`src/rtl/us_echo_capture_pkg.sv`:
```
// us_echo_capture_pkg: shared register map, FSM states and status layout for the echo capture block.
package us_echo_capture_pkg;
    localparam logic [7:0]  REG_FIFO    = 8'h00;
    localparam logic [7:0]  REG_STATUS  = 8'h01;
    localparam logic [7:0]  REG_TX_TIME = 8'h02;
    localparam logic [7:0]  REG_TOF     = 8'h03;
    localparam logic [7:0]  REG_ARM     = 8'h04;
    localparam logic [7:0]  REG_CLEAR   = 8'h05;
    localparam logic [7:0]  REG_BLANK   = 8'h06;
    localparam logic [7:0]  REG_TIMEOUT = 8'h07;
    localparam logic [31:0] DEADBEEF    = 32'hDEAD_BEEF;
    localparam logic [31:0] BLANK_RST   = 32'd100;
    localparam logic [31:0] TIMEOUT_RST = 32'd500000;
    localparam int STAT_EMPTY    = 0;
    localparam int STAT_FULL     = 1;
    localparam int STAT_OVERFLOW = 2;
    localparam int STAT_TIMEOUT  = 3;
    localparam int STAT_STATE    = 8;
    localparam int STAT_COUNT    = 16;
    typedef enum logic [1:0] {ST_IDLE = 2'd0, ST_BLANK = 2'd1, ST_LISTEN = 2'd2} state_t;
endpackage

```
`src/rtl/us_echo_capture_if.sv`:
```
// us_echo_capture_if: Avalon-MM slave bus bundle for the echo capture register file.
interface us_echo_capture_if;
    logic [15:0] address;
    logic        write;
    logic [31:0] writedata;
    logic        read;
    logic [31:0] readdata;
    logic        waitrequest;
    modport slave (input address, write, writedata, read, output readdata, waitrequest);
    modport master (output address, write, writedata, read, input readdata, waitrequest);
endinterface

```
`src/rtl/us_ts_fifo.sv`:
```
// us_ts_fifo: synchronous timestamp FIFO; simultaneous push/pop allowed, a pop frees room for a push when full.
module us_ts_fifo #(
    parameter int DEPTH = 16,
    parameter int WIDTH = 32
) (
    input  logic                   i_clock,
    input  logic                   i_reset_n,
    input  logic                   i_clear,
    input  logic                   i_push,
    input  logic                   i_pop,
    input  logic [WIDTH-1:0]       i_data,
    output logic [WIDTH-1:0]       o_data,
    output logic                   o_full,
    output logic                   o_empty,
    output logic [$clog2(DEPTH):0] o_count
);
    localparam int AW = $clog2(DEPTH);
    logic [WIDTH-1:0] r_mem [DEPTH];
    logic [AW-1:0]    r_wr, r_rd;
    logic [AW:0]      r_count;
    logic             w_push, w_pop;
    assign o_empty = r_count == '0;
    assign o_full  = r_count == (AW+1)'(DEPTH);
    assign w_pop   = i_pop & ~o_empty;
    assign w_push  = i_push & (~o_full | w_pop);
    assign o_data  = r_mem[r_rd];
    assign o_count = r_count;
    always_ff @(posedge i_clock)
        if (w_push & ~i_clear) r_mem[r_wr] <= i_data;
    always_ff @(posedge i_clock or negedge i_reset_n) begin
        if (!i_reset_n) begin
            r_wr    <= '0;
            r_rd    <= '0;
            r_count <= '0;
        end else if (i_clear) begin
            r_wr    <= '0;
            r_rd    <= '0;
            r_count <= '0;
        end else begin
            r_wr    <= r_wr + AW'(w_push);
            r_rd    <= r_rd + AW'(w_pop);
            r_count <= r_count + (AW+1)'(w_push) - (AW+1)'(w_pop);
        end
    end
endmodule

```
`src/rtl/us_echo_capture.sv`:
```
// us_echo_capture: echo qualifier, time-of-flight capture and Avalon-MM register file for one receiver channel.
// Define US_ECHO_CAPTURE_IRQ_EN to build the level interrupt; otherwise o_irq is tied low.
module us_echo_capture
    import us_echo_capture_pkg::*;
#(
    parameter int FIFO_DEPTH    = 16,
    parameter int FILTER_CYCLES = 4
) (
    input  logic        i_clock,
    input  logic        i_reset_n,
    input  logic [31:0] i_time_cnt,
    input  logic        i_tx_start,
    input  logic        i_echo_in,
    us_echo_capture_if.slave avalon_slave,
    output logic        o_irq
);
    localparam int CW = $clog2(FIFO_DEPTH) + 1;
    state_t        r_state, w_next;
    logic [31:0]   r_cnt, w_cnt_nxt, r_tx_time, r_tof, r_blank, r_timeout;
    logic [31:0]   r_readdata, w_rdata, w_status, w_head, w_arrival;
    logic [1:0]    r_sync;
    logic [3:0]    r_run;
    logic [CW-1:0] w_count;
    logic [7:0]    w_reg;
    logic          r_arm, r_to_flag, r_overflow, r_rd_done, r_pop_pend;
    logic          w_echo, w_qual, w_push, w_to_set, w_pop, w_clear, w_full, w_empty, w_rd_first;

    assign w_reg      = avalon_slave.address[15:8];
    assign w_rd_first = avalon_slave.read & ~r_rd_done;
    assign w_pop      = avalon_slave.read & r_rd_done & r_pop_pend;
    assign w_clear    = avalon_slave.write & (w_reg == REG_CLEAR) & (|avalon_slave.writedata);
    assign avalon_slave.waitrequest = w_rd_first;
    assign avalon_slave.readdata    = r_readdata;

    // Run length saturates at FILTER_CYCLES so a held-high echo qualifies once until a low sample re-arms it.
    assign w_echo    = r_sync[1];
    assign w_qual    = w_echo & (r_run == 4'(FILTER_CYCLES - 1));
    assign w_arrival = i_time_cnt - 32'(FILTER_CYCLES + 2);

    always_ff @(posedge i_clock or negedge i_reset_n) begin
        if (!i_reset_n) begin
            r_sync <= '0;
            r_run  <= '0;
        end else begin
            r_sync <= {r_sync[0], i_echo_in};
            r_run  <= !w_echo ? 4'd0 : (r_run == 4'(FILTER_CYCLES) ? r_run : r_run + 4'd1);
        end
    end

    always_ff @(posedge i_clock or negedge i_reset_n) begin
        if (!i_reset_n) begin
            r_state <= ST_IDLE;
            r_cnt   <= '0;
        end else begin
            r_state <= w_next;
            r_cnt   <= w_cnt_nxt;
        end
    end

    always_comb begin
        w_next    = r_state;
        w_cnt_nxt = r_cnt + 32'd1;
        w_push    = 1'b0;
        w_to_set  = 1'b0;
        case (r_state)
            ST_BLANK: if (w_cnt_nxt >= r_blank) begin
                w_next    = ST_LISTEN;
                w_cnt_nxt = '0;
            end
            ST_LISTEN: if (w_qual) begin
                w_push = 1'b1;
                w_next = ST_IDLE;
            end else if (w_cnt_nxt >= r_timeout) begin
                w_to_set = 1'b1;
                w_next   = ST_IDLE;
            end
            default: ;
        endcase
        if (i_tx_start) begin
            w_next    = ST_BLANK;
            w_cnt_nxt = '0;
        end
        if (!r_arm) begin
            w_next   = ST_IDLE;
            w_push   = 1'b0;
            w_to_set = 1'b0;
        end
    end

    // tof uses the tx_time held before this edge, so a coincident restart still measures the old shot.
    always_ff @(posedge i_clock or negedge i_reset_n) begin
        if (!i_reset_n) begin
            r_tx_time <= '0;
            r_tof     <= '0;
        end else begin
            if (i_tx_start & r_arm) r_tx_time <= i_time_cnt;
            if (w_push) r_tof <= w_arrival - r_tx_time;
        end
    end

    us_ts_fifo #(.DEPTH(FIFO_DEPTH), .WIDTH(32)) u_fifo (
        .i_clock   (i_clock),
        .i_reset_n (i_reset_n),
        .i_clear   (w_clear),
        .i_push    (w_push),
        .i_pop     (w_pop),
        .i_data    (w_arrival),
        .o_data    (w_head),
        .o_full    (w_full),
        .o_empty   (w_empty),
        .o_count   (w_count)
    );

    always_comb begin
        w_status                    = '0;
        w_status[STAT_EMPTY]        = w_empty;
        w_status[STAT_FULL]         = w_full;
        w_status[STAT_OVERFLOW]     = r_overflow;
        w_status[STAT_TIMEOUT]      = r_to_flag;
        w_status[STAT_STATE +: 2]   = r_state;
        w_status[STAT_COUNT +: 8]   = 8'(w_count);
        w_rdata                     = DEADBEEF;
        case (w_reg)
            REG_FIFO:    w_rdata = w_empty ? DEADBEEF : w_head;
            REG_STATUS:  w_rdata = w_status;
            REG_TX_TIME: w_rdata = r_tx_time;
            REG_TOF:     w_rdata = r_tof;
            REG_ARM:     w_rdata = {31'd0, r_arm};
            REG_BLANK:   w_rdata = r_blank;
            REG_TIMEOUT: w_rdata = r_timeout;
            default: ;
        endcase
    end

    // Read data and the pop decision are captured in the wait cycle and presented in the second cycle.
    always_ff @(posedge i_clock or negedge i_reset_n) begin
        if (!i_reset_n) begin
            r_arm      <= 1'b0;
            r_blank    <= BLANK_RST;
            r_timeout  <= TIMEOUT_RST;
            r_overflow <= 1'b0;
            r_to_flag  <= 1'b0;
            r_rd_done  <= 1'b0;
            r_pop_pend <= 1'b0;
            r_readdata <= '0;
        end else begin
            if (avalon_slave.write && w_reg == REG_ARM)     r_arm     <= |avalon_slave.writedata;
            if (avalon_slave.write && w_reg == REG_BLANK)   r_blank   <= avalon_slave.writedata;
            if (avalon_slave.write && w_reg == REG_TIMEOUT) r_timeout <= avalon_slave.writedata;
            r_overflow <= ~w_clear & (r_overflow | (w_push & w_full & ~w_pop));
            r_to_flag  <= ~w_clear & (r_to_flag | w_to_set);
            r_rd_done  <= w_rd_first;
            if (w_rd_first) begin
                r_readdata <= w_rdata;
                r_pop_pend <= (w_reg == REG_FIFO) & ~w_empty;
            end
        end
    end

`ifdef US_ECHO_CAPTURE_IRQ_EN
    assign o_irq = (~w_empty | r_to_flag | r_overflow) & r_arm;
`else
    assign o_irq = 1'b0;
`endif
endmodule
```
`src/flat_wrapper.sv`:
```
// flat-port wrapper written by rule: the top's interface ports become plain ports
module us_echo_capture_flat import us_echo_capture_pkg::*;
#(
    parameter int FIFO_DEPTH    = 16,
    parameter int FILTER_CYCLES = 4
)
  (i_clock, i_reset_n, i_time_cnt, i_tx_start, i_echo_in, o_irq, avalon_slave_address, avalon_slave_write, avalon_slave_writedata, avalon_slave_read, avalon_slave_readdata, avalon_slave_waitrequest);
  us_echo_capture_if avalon_slave_i ();
  input  logic i_clock;
  input  logic i_reset_n;
  input  logic [31:0] i_time_cnt;
  input  logic i_tx_start;
  input  logic i_echo_in;
  output logic o_irq;
  input wire logic [$bits(avalon_slave_i.address)-1:0] avalon_slave_address;
  input wire logic [$bits(avalon_slave_i.write)-1:0] avalon_slave_write;
  input wire logic [$bits(avalon_slave_i.writedata)-1:0] avalon_slave_writedata;
  input wire logic [$bits(avalon_slave_i.read)-1:0] avalon_slave_read;
  output wire logic [$bits(avalon_slave_i.readdata)-1:0] avalon_slave_readdata;
  output wire logic [$bits(avalon_slave_i.waitrequest)-1:0] avalon_slave_waitrequest;
  assign avalon_slave_i.address = avalon_slave_address;
  assign avalon_slave_i.write = avalon_slave_write;
  assign avalon_slave_i.writedata = avalon_slave_writedata;
  assign avalon_slave_i.read = avalon_slave_read;
  assign avalon_slave_readdata = avalon_slave_i.readdata;
  assign avalon_slave_waitrequest = avalon_slave_i.waitrequest;
  us_echo_capture #(.FIFO_DEPTH(FIFO_DEPTH), .FILTER_CYCLES(FILTER_CYCLES)) u_core (.i_clock(i_clock), .i_reset_n(i_reset_n), .i_time_cnt(i_time_cnt), .i_tx_start(i_tx_start), .i_echo_in(i_echo_in), .avalon_slave(avalon_slave_i), .o_irq(o_irq));
endmodule
```
`config.mk`:
```
export PLATFORM = sky130hd
export DESIGN_NAME = us_echo_capture_flat
export DESIGN_NICKNAME = d
export VERILOG_FILES = /design/src/rtl/us_echo_capture_pkg.sv /design/src/rtl/us_echo_capture_if.sv /design/src/rtl/us_ts_fifo.sv /design/src/rtl/us_echo_capture.sv /design/src/flat_wrapper.sv
export SDC_FILE = /design/constraint.sdc
export NUM_CORES = 1
export LEC_CHECK = 0
export CAP_MARGIN = 20
export CORE_MARGIN = 2
export CORE_UTILIZATION = 47
export DETAILED_ROUTE_END_ITERATION = 16
export HOLD_SLACK_MARGIN = 0.12
export PLACE_DENSITY = 0.64
export SYNTH_ARGS = -nofsm -noshare
export SYNTH_HDL_FRONTEND = slang
export SYNTH_SLANG_ARGS = --single-unit
```
`constraint.sdc`:
```
create_clock -name i_clock -period 5.7 [get_ports i_clock]
set_clock_uncertainty 0.1 [all_clocks]
set_input_delay 0.57 -clock i_clock [delete_from_list [all_inputs] [get_ports i_clock]]
set_output_delay 0.57 -clock i_clock [all_outputs]
set_load 0.02 [all_outputs]
```
==> results of run 1 <==
-- logic make-up (layout without fill, tap and decap cells) --
logic type | after synthesis | count (layout)
AO/OA/AOI/OAI | 402 | 402
XOR/XNOR | 90 | 90
adder cells (fa/ha/maj) | 111 | 111
buffers and inverters | 210 | 440
flip-flops | 730 | 730
multiplexers | 195 | 195
other | 1 | 1
AND/OR/NAND/NOR | 454 | 454
-- worst max-delay path by stage --
stage / start / end / depth (start not counted) / slack, ns
final: u_core.r_cnt[5] / u_core.r_cnt[20] / 16 / 0.85
after global routing: u_core.r_cnt[0] / u_core.r_cnt[15] / 16 / 0.49
after CTS: i_time_cnt[3] / u_core.r_tof[29] / 16 / 0.68
after detailed placement: i_time_cnt[3] / u_core.r_tof[29] / 16 / 0.05
after global placement: i_time_cnt[3] / u_core.r_tof[25] / 16 / 0.29
after floorplan: u_core.r_run[1] / u_core.u_fifo.r_mem[0][0] / 7 / 1.16
-- per-stage QoR --
step	instance area, um^2	utilization (%)	power, uW	setup slack, ns	instances
final	37600	54.8	12200	0.849	3354
after global routing	37600	54.8	12600	0.488	3354
after CTS	37600	54.8	12200	0.678	3351
after detailed placement	35200	51.4	7580	0.0453	3214
after global placement	35200	51.4	7540	0.290	3214
after floorplan	32500	-	7090	1.16	2193
-- registers in the layout, summed over array words and instances, names as in the netlist --
name,count
u_core.u_fifo.o_count,5
u_core.r_sync,2
u_core.u_fifo.r_mem,512
u_core.r_state,2
u_core.r_overflow,1
u_core.r_pop_pend,1
u_core.r_timeout,32
u_core.r_cnt,32
u_core.avalon_slave.readdata,32
u_core.r_blank,32
u_core.u_fifo.r_rd,4
u_core.u_fifo.r_wr,4
u_core.r_arm,1
u_core.r_tof,32
u_core.r_rd_done,1
u_core.r_tx_time,32
u_core.r_to_flag,1
u_core.r_run,4
-- final cells by class --
cell class,count,area [um^2]
Fill cell,5373,31000
Sequential cell,730,20900
Multi-Input combinational cell,1253,11000
Clock buffer,99,2030
Timing Repair Buffer,187,1810
Tap cell,931,1160
Inverter,117,439
Clock inverter,37,282
-- routing by layer --
layer | global-route usage, % | part of all wire (%) | routed length, um | up-vias
li1 | - | - | - | 8718
met1 | 30.9 | 42 | 33800 | 10003
met2 | 38.5 | 49 | 39800 | 653
met3 | 3.72 | 6.3 | 5140 | 129
met4 | 7.56 | 2.7 | 2220 | 4
met5 | 0 | 0.021 | 17 | -
-- placed cells by master (no fill, tap or decap), types with 6 or more instances in the layout --
| master | count |
|---|---|
| dfrtp_1 | 204 |
| buf_4 | 66 |
| mux2_2 | 33 |
| a22oi_1 | 26 |
| dfstp_2 | 10 |
| nor2_4 | 15 |
| a31oi_1 | 21 |
| nand2b_1 | 18 |
| buf_12 | 10 |
| xnor2_1 | 47 |
| inv_1 | 116 |
| nand4_1 | 22 |
| nor3_1 | 12 |
| and3_1 | 9 |
| mux4_2 | 155 |
| nor2_1 | 84 |
| clkdlybuf4s50_1 | 109 |
| a211oi_1 | 14 |
| o21ai_0 | 146 |
| nor2b_1 | 50 |
| a41oi_1 | 6 |
| clkinv_2 | 13 |
| o31ai_1 | 6 |
| clkbuf_16 | 76 |
| clkinv_1 | 17 |
| mux2i_1 | 7 |
| a21oi_1 | 87 |
| nand3_1 | 27 |
| a222oi_1 | 19 |
| clkbuf_1 | 19 |
| a21o_1 | 40 |
| nand2_1 | 158 |
| nor4_1 | 14 |
| ha_1 | 109 |
| edfxtp_1 | 512 |
| nor3_2 | 7 |
| xor2_1 | 42 |
-- where the power goes --
group / switching (uW) / internal, uW
logic: 844 / 653
clock network: 2040 / 2610
registers: 157 / 5850
==> reports/qor.yml, run 1 <==
grt-ovfl-total: 0
dr.pass1.iters: 6
synth_edf_count: 512
maxSlewHeadroom_pct: 25.1
die-area_um2: 71300
avgSynthCellArea_um2: 14.8
yosysMostFrequentCell: "edfxtp_1"
fin_crit_sh_pct: 85.1
clk_pin_slew_ns: 0.06
wl_per_cell_um: 24.1
path_class: "flip-flop to flip-flop"
grt_max_degree: 120
worstHoldEndpoint: "u_core.r_sync[1]"
die_h_um: 267
hold_slack_ns: 0.255
synth_mux_area_share_pct: 12.1
finalSetupTns_ns: 0
synthFlopType: "edfxtp_1"
r2r-end: "u_core.r_cnt[20]"
ios: 120
synthArstFlopShare_pct: 29.9
ys_types: 77
antenna_cells: 0
cts-htree-levels: 3
synthXorXnorAreaFrac_pct: 2.45
grt_pass1_wl_um: 122000
fmax_mhz: 206
critPathArrivalTime_ns: 5.28
synth_top_cell_area_share_pct: 47.3
rsz0062_at_grt: "no"
crit_top_cell: "a21o_1"
ys_seq_elements: 730
start_util_pct: 47.4
port_buffers: 110
clk_latency_ns: 0.62
hold_viol: 0
rows: 96
cpMaxStageDelayCell: "a31o_2"
synth-adder-area-share_pct: 4.32
syn-instance-count: 2193
antenna_found_initial: 3
leakage_uw: 0.0139
cts.repair.resized: 0
min_from: "u_core.r_sync[0]"
finalCriticalPeriod_ns: 4.85
yosysTopAreaCell: "edfxtp_1"
vias: 19507
root_buffer: "clkbuf_16"
drt_iter0_markers: 1992
yosysSeqAreaShare_pct: 64.1
outcome: "finished clean"
syn2layout_area_growth_pct: 15.6
r2r_start: "u_core.r_cnt[5]"
cp-start-kind: "flip-flop"
wl_um: 81000
max_stage_delay_ns: 0.58
post_cts_buffers: 0
synth_area_leaders: "edfxtp_1, dfrtp_1, mux4_2"
max_cap_violations: 0
grt_pass1_vias: 19863
tritoncts: "done"
hp-class: "flip-flop to flip-flop"
synth_top_family_by_area: "multiplexers"
rrSetupSlack_ns: 0.85
ir_drop_mv: 0.210
cp-end-kind: "flip-flop"
drc: 0
worst_slew_pin_slew_ns: 1.12
hold_depth: 0
setup_viol_count_final: 0
cts_sinks: 730
synth_commonest_cells: "edfxtp_1, dfrtp_1, nand2_1"
antenna_left: 0
track_usage_pct: 23.0
synthesis.area_um2: 32500
dp_hpwl_um: 52400
r2r_cells: 16
path_buf_inv: 0
powerDensity_nw_per_um2: 323
synth_compound_area_share_pct: 7.68
cp_data_required_time_ns: 6.13
clk_path_buf_depth: 3
core_area_um2: 68600
synth_fp_nets: 2390
drv_slew: 0
numCtsBuffers: 74
critPathTopFamily: "compound AO/OA/AOI/OAI gates"
fin_nets: 2560
holdBufCountCts: 1
drive_gt1_share_pct: 17.5
crit_fanout: 32
worstPathCellList: "nand3_1 > or2_1 > nor2_1 > nand3_1 > nor2_1 > xor2_1 > ha_1 > a21o_1 > a21o_1 > a21o_1 > a21o_1 > a211o_1 > o211ai_1 > o211ai_1 > a31o_2 > nor2b_1"
synth-simple-area-share_pct: 6.84
viasPerCell: 5.82
ys_warn_count: 0
gp_congestion: 0.909
chipWidth_um: 267
Power figures use the tool's default switching activity.
==> run 2: changes to the inputs <==
- REMOVE_ABC_BUFFERS: not set -> 1
==> run 2 against run 1 <==
  * Global-route usage increased by 0.18 points
  * Via count decreased by 0.35%
  * Critical endpoint is now u_core.r_cnt[30]
  * Highest routed layer unchanged
  * Cell count increased by 0.12%
  * Largest cell class unchanged
  * Sequential share of layout area decreased by 0.29 points
  * Flip-flop and latch count unchanged
  * Die area unchanged
  * Cell area increased by 0.52%
  * Clock power increased by 6.7%
==> reports/qor.yml, run 2 (same netlist as run 1, synthesis figures left out) <==
grt-ovfl-total: 0  # unchanged
ir_drop_mv: 0.200  # -4.8%
layout_common_cells: "edfxtp_1, dfrtp_1, nand2_1"
finalCriticalPeriod_ns: 4.71  # -0.138 ns
top_register: "u_core.u_fifo.r_mem"
n_fill_cell: 5404  # +0.58%
cts_sinks: 730  # unchanged
antenna_left: 0  # unchanged
vias: 19439  # -0.35%
max_cap_violations: 0  # unchanged
syn2layout_area_growth_pct: 16.2
start_util_pct: 47.4  # unchanged
viasPerCell: 5.79  # -0.47%
drive_gt1_share_pct: 17.8  # +0.39 points
cts-htree-levels: 3  # unchanged
wl_met3_um: 6090  # +19%
clk_pin_slew_ns: 0.06  # about the same
path_class: "flip-flop to flip-flop"
layout_commonest_cell: "edfxtp_1"
die-area_um2: 71300  # unchanged
drt_iter0_markers: 1943  # -2.5%
dp_hpwl_um: 54300  # +3.5%
maxSlewHeadroom_pct: 33.6  # +8.6 points
powerDensity_nw_per_um2: 329  # +1.9%
cp-end-kind: "flip-flop"
cts.repair.resized: 0  # unchanged
root_buffer: "clkbuf_16"
setup_viol_count_final: 0  # unchanged
leakage_uw: 0.0140  # +0.57%
grt_max_degree: 113  # -5.8%
grt_pass1_vias: 19680  # -0.92%
chipWidth_um: 267  # unchanged
multi_input_area_um2: 11000  # unchanged
grt_pass1_wl_um: 123000  # +0.99%
finalPower_uw: 12400  # +2.4%
clk_path_buf_depth: 3  # unchanged
core_area_um2: 68600  # unchanged
dr.pass1.iters: 9  # +3
rows: 96  # unchanged
largest_reg_flops: 512  # unchanged
track_usage_pct: 23.2  # +0.18 points
top_layer_used: "met5"
cp_data_required_time_ns: 6.14  # about the same
fin_nets: 2563  # +0.12%
regArea_um2: 20900  # unchanged
fmax_mhz: 212  # +2.9%
rsz0062_at_grt: "no"
fin_crit_sh_pct: 82.7  # -2.4 points
hold_viol: 0  # unchanged
numCtsBuffers: 79  # +6.8%
worst_slew_pin_slew_ns: 0.995  # -0.129 ns
tritoncts: "done"
cp-start-kind: "flip-flop"
die_h_um: 267  # unchanged
wl_met1_um: 34500  # +1.9%
crit_fanout: 32  # unchanged
utilization_pct: 55.1  # +0.28 points
drv_slew: 0  # unchanged
gp_congestion: 0.903  # -0.65%
drc: 0  # unchanged
wl_per_cell_um: 24.3  # +0.51%
wl_um: 81500  # +0.63%
port_buffers: 110  # unchanged
hp-class: "flip-flop to flip-flop"
antenna_found_initial: 7  # +4
critPathArrivalTime_ns: 5.15  # -0.13 ns
outcome: "finished clean"
ios: 120  # unchanged
clk_latency_ns: 0.63  # about the same
wl_met2_um: 39100  # -1.8%
[run 2: report_power, final]
group | internal [uW] | total [uW] | switching, uW
clock network | 2840 | 4960 | 2120
registers | 5850 | 6020 | 163
logic | 651 | 1470 | 819
[run 2: worst paths after layout]
kind	startpoint	slack, ns	cells past startpoint	to
max in group asynchronous	i_reset_n	3.67	3	u_core.r_tof[30]
setup reg to reg	u_core.r_cnt[0]	0.99	16	u_core.r_cnt[30]
setup / recovery	u_core.r_cnt[0]	0.99	16	u_core.r_cnt[30]
hold / removal	u_core.r_sync[0]	0.25	0	u_core.r_sync[1]
min in group asynchronous	i_reset_n	0.49	2	u_core.r_cnt[3]
hold reg to reg	u_core.r_sync[0]	0.25	0	u_core.r_sync[1]
[run 2: per-stage QoR]
step / cells / TNS, ns / instance area [um^2] / worst slack [ns] / hold slack, ns
after floorplan: 2100 / -48.33 / 32100 / -0.957 / 0.174
after global placement: 3214 / 0 / 35300 / 0.530 / 0.239
after detailed placement: 3214 / 0 / 35300 / 0.522 / 0.238
after CTS: 3356 / 0 / 37800 / 0.884 / 0.254
after global routing: 3357 / 0 / 37800 / 0.643 / 0.271
final: 3358 / 0 / 37800 / 0.987 / 0.252
[run 2: area by class of cell]
| cell class | count | area share [%] |
|---|---|---|
| antenna | 1 | 0.00662 |
| clock buffer | 97 | 5.49 |
| clock inverter | 44 | 1.07 |
| inverter | 117 | 1.16 |
| multi-input combinational | 1253 | 29.1 |
| sequential | 730 | 55.2 |
| tap | 931 | 3.08 |
| timing repair buffer | 185 | 4.86 |
[run 2: critical path: stages (launching register included)]
cell      delay [ns]
dfrtp_1         0.44
and3_1          0.18
nand3_1         0.18
nor2_1          0.40
nand3_1         0.33
nor2_1          0.22
xor2_1          0.30
ha_1            0.31
a21o_1          0.18
a21o_1          0.17
a21o_1          0.17
a21o_1          0.17
a211o_1         0.28
o211ai_1        0.12
o211ai_1        0.30
a31o_2          0.55
nor2b_1         0.19
[run 2: metal layers]
metal	global-route usage, %	up-vias
li1	-	8724
met1	32.2	9942
met2	37.6	652
met3	4.45	117
met4	6.50	4
met5	0	-
[run 2: what timing repair did]
action | CTS | global route
buffers inserted | 0 | 0
hold buffers | 1 | 0
endpoints found under the hold margin | 102 | 0
